--- config.mk ---
export PLATFORM = sky130hd
export DESIGN_NAME = ifft_feeder
export DESIGN_NICKNAME = d
export VERILOG_FILES = /design/src/rtl/ifft_feeder_pkg.sv /design/src/rtl/sync_fifo.sv /design/src/rtl/ifft_feeder.sv
export SDC_FILE = /design/constraint.sdc
export NUM_CORES = 1
export LEC_CHECK = 0
export CORE_MARGIN = 4
export CORE_UTILIZATION = 65
export DETAILED_ROUTE_END_ITERATION = 12
export PLACE_DENSITY = 0.82
export SLEW_MARGIN = 20
export SYNTH_ARGS = -nofsm -noshare
export SYNTH_HDL_FRONTEND = slang
export SYNTH_HIERARCHICAL = 1
export SYNTH_SLANG_ARGS = --single-unit
--- constraint.sdc ---
create_clock -name sys_clk -period 7.9 [get_ports sys_clk]
set_clock_uncertainty 0.1 [all_clocks]
set_input_delay 2.37 -clock sys_clk [delete_from_list [all_inputs] [get_ports sys_clk]]
set_output_delay 2.37 -clock sys_clk [all_outputs]
set_load 0.01 [all_outputs]
--- src/rtl/ifft_feeder_pkg.sv ---
// Shared types and constants for the IFFT feeder: FSM encoding, config word,
// saturation limits and the FIFO entry layout.
package ifft_feeder_pkg;

    localparam int unsigned SAMPLE_W   = 16;
    localparam logic [7:0]  IFFT_CFG_WORD = 8'h00;
    localparam int          SAT_MAX    = 32767;
    localparam int          SAT_MIN    = -32768;

    typedef enum logic [1:0] {
        ST_CFG      = 2'd0,
        ST_WAIT_SOF = 2'd1,
        ST_RUN      = 2'd2
    } state_e;

    typedef struct packed {
        logic                last;
        logic [SAMPLE_W-1:0] im;
        logic [SAMPLE_W-1:0] re;
    } fifo_entry_t;

endpackage

--- src/rtl/sync_fifo.sv ---
// First-word-fall-through synchronous FIFO with occupancy count.
// Output data reads as zero while the FIFO is empty.
module sync_fifo #(
    parameter int unsigned WIDTH = 33,
    parameter int unsigned DEPTH = 16
) (
    input  logic                   clk,
    input  logic                   rst_n,
    input  logic                   push,
    input  logic [WIDTH-1:0]       din,
    input  logic                   pop,
    output logic [WIDTH-1:0]       dout,
    output logic [$clog2(DEPTH):0] count
);

    localparam int unsigned AW = $clog2(DEPTH);
    localparam int unsigned CW = AW + 1;

    logic [WIDTH-1:0] mem [DEPTH];
    logic [AW-1:0]    wr_ptr;
    logic [AW-1:0]    rd_ptr;
    logic             do_push;
    logic             do_pop;

    assign do_pop  = pop && (count != '0);
    assign do_push = push && ((count != CW'(DEPTH)) || do_pop);

    always_ff @(posedge clk or negedge rst_n) begin
        if (!rst_n) begin
            wr_ptr <= '0;
            rd_ptr <= '0;
            count  <= '0;
        end else begin
            if (do_push) wr_ptr <= wr_ptr + AW'(1);
            if (do_pop)  rd_ptr <= rd_ptr + AW'(1);
            count <= count + CW'(do_push) - CW'(do_pop);
        end
    end

    // Storage array is not reset; emptiness gates the read data instead.
    always_ff @(posedge clk) begin
        if (do_push) mem[wr_ptr] <= din;
    end

    assign dout = (count != '0) ? mem[rd_ptr] : '0;

endmodule

--- src/rtl/ifft_feeder.sv ---
// Scales 33-bit spectral products to Q15, frames them with bin indices/tlast
// and streams them to an IFFT core after issuing its config word.
module ifft_feeder
    import ifft_feeder_pkg::*;
#(
    parameter int unsigned FRAME_LEN  = 1024,
    parameter int unsigned SHIFT      = 15,
    parameter int unsigned FIFO_DEPTH = 16
) (
    input  logic               sys_clk,
    input  logic               sys_rst_n,
    input  logic               s_prod_tvalid,
    input  logic signed [32:0] s_prod_re,
    input  logic signed [32:0] s_prod_im,
    output logic               s_prod_tready,
    input  logic               frame_start,
    output logic [31:0]        m_axis_data_tdata,
    output logic               m_axis_data_tvalid,
    input  logic               m_axis_data_tready,
    output logic               m_axis_data_tlast,
    output logic [7:0]         m_axis_config_tdata,
    output logic               m_axis_config_tvalid,
    input  logic               m_axis_config_tready,
    input  logic               clr,
    output logic               sat_flag,
    output logic               sync_err
);

    localparam int unsigned IDX_W   = $clog2(FRAME_LEN);
    localparam int unsigned CNT_W   = $clog2(FIFO_DEPTH) + 1;
    localparam int unsigned OCC_W   = CNT_W + 1;
    localparam int unsigned ENTRY_W = $bits(fifo_entry_t);

    logic              rst_meta;
    logic              rst_n_s;
    state_e            state;
    state_e            state_n;
    logic [IDX_W-1:0]  idx;
    logic [IDX_W-1:0]  idx_n;
    logic              accept;
    logic              write_c;
    logic              clip_re;
    logic              clip_im;
    logic [15:0]       re_r;
    logic [15:0]       im_r;
    fifo_entry_t       entry_c;
    logic              pipe_vld;
    fifo_entry_t       pipe_q;
    logic [CNT_W-1:0]  fifo_count;
    logic              fifo_pop;
    logic [ENTRY_W-1:0] fifo_dout;
    fifo_entry_t       out_e;
    logic [OCC_W-1:0]  occ_n;
    logic              tready_n;
    logic              sat_evt;
    logic              sync_evt;

    // Reset asserts immediately, releases two clock edges later.
    always_ff @(posedge sys_clk or negedge sys_rst_n) begin
        if (!sys_rst_n) begin
            rst_meta <= 1'b0;
            rst_n_s  <= 1'b0;
        end else begin
            rst_meta <= 1'b1;
            rst_n_s  <= rst_meta;
        end
    end

    // Round half up, arithmetic shift, clip to signed 16 bits; msb flags a clip.
    function automatic logic [16:0] round_sat(input logic signed [32:0] x);
        logic signed [34:0] t;
        t = 35'(x) + (35'sd1 <<< (SHIFT - 1));
        t = t >>> SHIFT;
        if (t > 35'(SAT_MAX))      return {1'b1, 16'(SAT_MAX)};
        else if (t < 35'(SAT_MIN)) return {1'b1, 16'(SAT_MIN)};
        else                       return {1'b0, t[15:0]};
    endfunction

    assign {clip_re, re_r} = round_sat(s_prod_re);
    assign {clip_im, im_r} = round_sat(s_prod_im);
    assign accept          = s_prod_tvalid && s_prod_tready;

    always_comb begin
        state_n = state;
        idx_n   = idx;
        write_c = 1'b0;
        unique case (state)
            ST_CFG: begin
                if (m_axis_config_tvalid && m_axis_config_tready) state_n = ST_WAIT_SOF;
            end
            ST_WAIT_SOF: begin
                if (accept && frame_start) begin
                    write_c = 1'b1;
                    state_n = ST_RUN;
                    idx_n   = IDX_W'(1);
                end
            end
            ST_RUN: begin
                if (accept) begin
                    write_c = 1'b1;
                    idx_n   = idx + IDX_W'(1);
                end
            end
            default: state_n = ST_CFG;
        endcase
    end

    always_comb begin
        entry_c      = '0;
        entry_c.last = (state == ST_RUN) && (idx == IDX_W'(FRAME_LEN - 1));
        entry_c.re   = re_r;
        entry_c.im   = im_r;
    end

    assign fifo_pop = m_axis_data_tvalid && m_axis_data_tready;
    assign sat_evt  = write_c && (clip_re || clip_im);
    assign sync_evt = accept && frame_start && (state == ST_RUN) && (idx != '0);

    // Occupancy (FIFO + pipeline) as it will stand after this edge.
    assign occ_n = OCC_W'(fifo_count) + OCC_W'(pipe_vld) - OCC_W'(fifo_pop) + OCC_W'(write_c);

    always_comb begin
        tready_n = 1'b0;
        unique case (state_n)
            ST_WAIT_SOF: tready_n = 1'b1;
            ST_RUN:      tready_n = (occ_n <= OCC_W'(FIFO_DEPTH - 2));
            default:     tready_n = 1'b0;
        endcase
    end

    always_ff @(posedge sys_clk or negedge rst_n_s) begin
        if (!rst_n_s) begin
            state                <= ST_CFG;
            idx                  <= '0;
            pipe_vld             <= 1'b0;
            pipe_q               <= '0;
            m_axis_config_tvalid <= 1'b0;
            s_prod_tready        <= 1'b0;
            sat_flag             <= 1'b0;
            sync_err             <= 1'b0;
        end else begin
            state                <= state_n;
            idx                  <= idx_n;
            pipe_vld             <= write_c;
            pipe_q               <= entry_c;
            m_axis_config_tvalid <= (state_n == ST_CFG);
            s_prod_tready        <= tready_n;
            sat_flag             <= sat_evt  || (sat_flag && !clr);
            sync_err             <= sync_evt || (sync_err && !clr);
        end
    end

    sync_fifo #(
        .WIDTH (ENTRY_W),
        .DEPTH (FIFO_DEPTH)
    ) u_fifo (
        .clk   (sys_clk),
        .rst_n (rst_n_s),
        .push  (pipe_vld),
        .din   (pipe_q),
        .pop   (fifo_pop),
        .dout  (fifo_dout),
        .count (fifo_count)
    );

    assign out_e               = fifo_entry_t'(fifo_dout);
    assign m_axis_data_tdata   = {out_e.im, out_e.re};
    assign m_axis_data_tlast   = out_e.last;
    assign m_axis_data_tvalid  = (fifo_count != '0);
    assign m_axis_config_tdata = IFFT_CFG_WORD;

endmodule
==> summary.txt <==
Clocking
  – Post_cts resized: 0
  – Worst skew pair latency: 0.57 ns
  – Total CTS buffers: 54
  – CTS tree: built
  – Clk sinks: 593
  – Number of buffers added for setup after CTS: 0
  – Cts hold-fix bufs: 0
  – CTS Buffer Depth: 3
  – Htree depth: 2
  – Clock Tree Root: clkbuf_16
  – Reg clk slew, reported paths: 0.06 ns

Synthesis
  – Most frequent cell after synthesis: edfxtp_1
  – Register area share after synthesis: 73.0%
  – Synthesized flop and latch total: 593
  – Cell area after synthesis: 23900 um^2
  – Ys flop type: edfxtp_1
  – Syn_area_per_cell: 17.9 um^2
  – Synth area leaders: edfxtp_1 66%, dfrtp_1 6.8%, mux4_2 6.2%, mux2i_1 5.5%, a22oi_1 2.1%
  – Post-Synth Simple-Gate Area: 4.13%
  – Post-synth ARST share: 11.0%
  – Adder-Cell Fraction of Synth Area: 1.71%
  – Area fraction of the dominant cell type after synthesis: 66.2%
  – Yosys top cell by area: edfxtp_1
  – Post-synth top cells: 528 x edfxtp_1, 132 x mux2i_1, 66 x a22oi_1, 66 x mux4_2, 65 x dfrtp_1
  – Yosys warns: 6
  – EDFF count, synth: 528
  – Post-Synthesis Cells: 1339
  – Compound-Gate Fraction of Synth Area: 5.37%
  – Multiplexer area fraction after synthesis: 11.8%
  – Main combinational cell family by area after synthesis: multiplexers
  – Netlist cell types: 60
  – Xor and xnor area share after synthesis: 1.72%

Global route
  – GRT Util Overall: 25.9%
  – Gr ovfl total: 0
  – First-pass GRT wire length: 77500 um
  – Largest net degree at the start of global routing: 77
  – Initial antenna violation count: 1
  – Number of global-route vias before repair: 13000

Cells and area
  – Sequential Area: 17500 um^2
  – Fin nets: 1543
  – Multi-input combinational cell area: 6070 um^2
  – Share of layout cells above drive strength 1: 14.5%
  – Diode count: 0
  – Utilization after layout: 74.3%
  – Area Growth Syn to Fin: 13.1%
  – Fin cells: 1952
  – Fill count: 2047

Route
  – DR pass1 iterations: 5
  – ANT nets after route: 0
  – Initial drt markers: 1313
  – Vias: 12800
  – DRC: 0
  – Wire length on met2: 26000 um
  – Met3 wire len: 3900 um
  – Drt wl/cell: 26.2 um
  – DR top layer: met5
  – Metal-1 WL: 20100 um
  – Final WL: 51100 um
  – Avg Vias per Cell: 6.54

Die
  – Initial Utilization: 65.7%
  – Die Y: 200 um
  – Die footprint: 40000 um^2
  – CORE AREA: 36400 um^2
  – Core Rows: 70
  – Die extent in x: 200 um
  – IO Pins: 119

Critical path
  – Crit path arrival time: 4.17 ns
  – Max Fanout on Critical Path: 49
  – Startpoint Class: register
  – CP startpoint: u_fifo/rd_ptr[1]$_DFFE_PN0N_
  – Crit path kind: reg -> out
  – RR Startpoint: u_fifo/count[1]$_DFF_PN0_
  – Worst setup EP type: primary output
  – CP required: 5.43 ns

Min path
  – Worst hold path class: reg -> reg
  – Hold wc startpoint: rst_meta$_DFF_PN0_

STA
  – Rel. slew slack: 23.8%
  – RSZ-0062 raised after global routing: false
  – Fmax: 0.151 GHz
  – Final setup violating endpoints: 0
  – Setup TNS: 0 ns
  – Tmin final: 6.64 ns
  – Slew Viols, Final: 0
  – Hold_ws: 0.252 ns
  – Hold Vio Cnt, Final: 0
  – Worst-Margin Slew: 1.14 ns
  – Crit share post-route: 84.0%

Place
  – I/O Buffers: 82
  – GPL Wtd Cong: 0.839
  – Placed Instances: 1850
  – Hpwl dp: 28000 um

Pwr
  – P per Cell Area: 325 nW/um^2
  – Total leakage power: 0.00937 uW
  – Peak VDD IR: 0.250 mV

Job
  – Maxcap violations: 0

Run status
  – Status: completed
## placed cells by master (no fill, tap or decap), drive strengths merged, types with 5 or more instances in the layout
cell,Yosys,routed
a21oi,15,15
a221o,33,33
a22oi,66,66
and2,5,5
and3,39,39
buf,45,27
clkbuf,27,79
clkdlybuf4s50,0,82
clkinv,0,16
conb,2,9
dfrtp,65,65
edfxtp,528,528
ha,28,28
inv,42,44
mux2i,132,132
mux4,66,66
nand2,26,26
nand3,21,21
nand4,17,17
nor2,39,39
nor2b,6,6
nor3,8,8
nor4,5,5
o21ai,36,36
xnor2,27,27
xor2,20,20
## area by class of cell
cell class	instances	area share, %
Timing Repair Buffer	109	3.92
Inverter	42	0.582
Multi-Input combinational cell	639	22.4
Sequential cell	593	64.6
Clock buffer	79	5.78
Tap cell	468	2.16
Clock inverter	22	0.550
## worst max-delay path, cell delays in order, from the launching register on
cell and delay (ns):
dfrtp_2 0.79, buf_4 0.77, nor2b_2 0.28, buf_4 0.48, a22oi_1 0.16, and3_1 0.24, a221o_1 0.35, clkdlybuf4s50_1 0.52
## registers in the layout, indices dropped and copies added, names as in the netlist, 2 cells and up
signal	cells
u_fifo/mem	528
pipe_q	33
idx	10
u_fifo/count	5
u_fifo/rd_ptr	4
u_fifo/wr_ptr	4
state	2
## cell families after synthesis
logic type      count (synthesis)
other cells                     2
compound gates                171
flops                         593
xor+xnor                       47
simple gates                  182
fa+ha+maj                      31
mux                           199
buf+inv                       114
## stage by stage
step / instance area, um^2 / total power, uW / worst slack [ns]
4_1_cts: 27100 / 8840 / 1.27
6_report: 27100 / 8790 / 1.26
3_3_place_gp: 25300 / 6280 / 1.95
5_1_grt: 27100 / 9160 / 1.13
3_5_place_dp: 25300 / 6350 / 1.92
2_1_floorplan: 24000 / 5440 / 1.80
## metal layers
metal / global-route usage (%) / up-vias
li1: - / 5519
met1: 36.1 / 6566
met2: 43.8 / 578
met3: 4.65 / 104
met4: 6.42 / 2
met5: 0 / -
## path summary, 6_finish.rpt
path                                                 to  slack, ns  cells past startpoint
max                               m_axis_data_tdata[30]       1.26                      7
min                                   rst_n_s$_DFF_PN0_       0.25                      0
max reg2reg                u_fifo/mem[13][27]$_DFFE_PP_       4.12                      8
min reg2reg                           rst_n_s$_DFF_PN0_       0.25                      0
max in group asynchronous             rst_n_s$_DFF_PN0_       5.72                      1
min in group asynchronous           pipe_q[3]$_DFF_PN0_       0.39                      1
## report_power, final
group / switching [uW] / internal, uW
logic: 1300 / 1290
registers: 207 / 3510
clock network: 1090 / 1410
total: 2590 / 6200
Power figures use the tool's default switching activity.
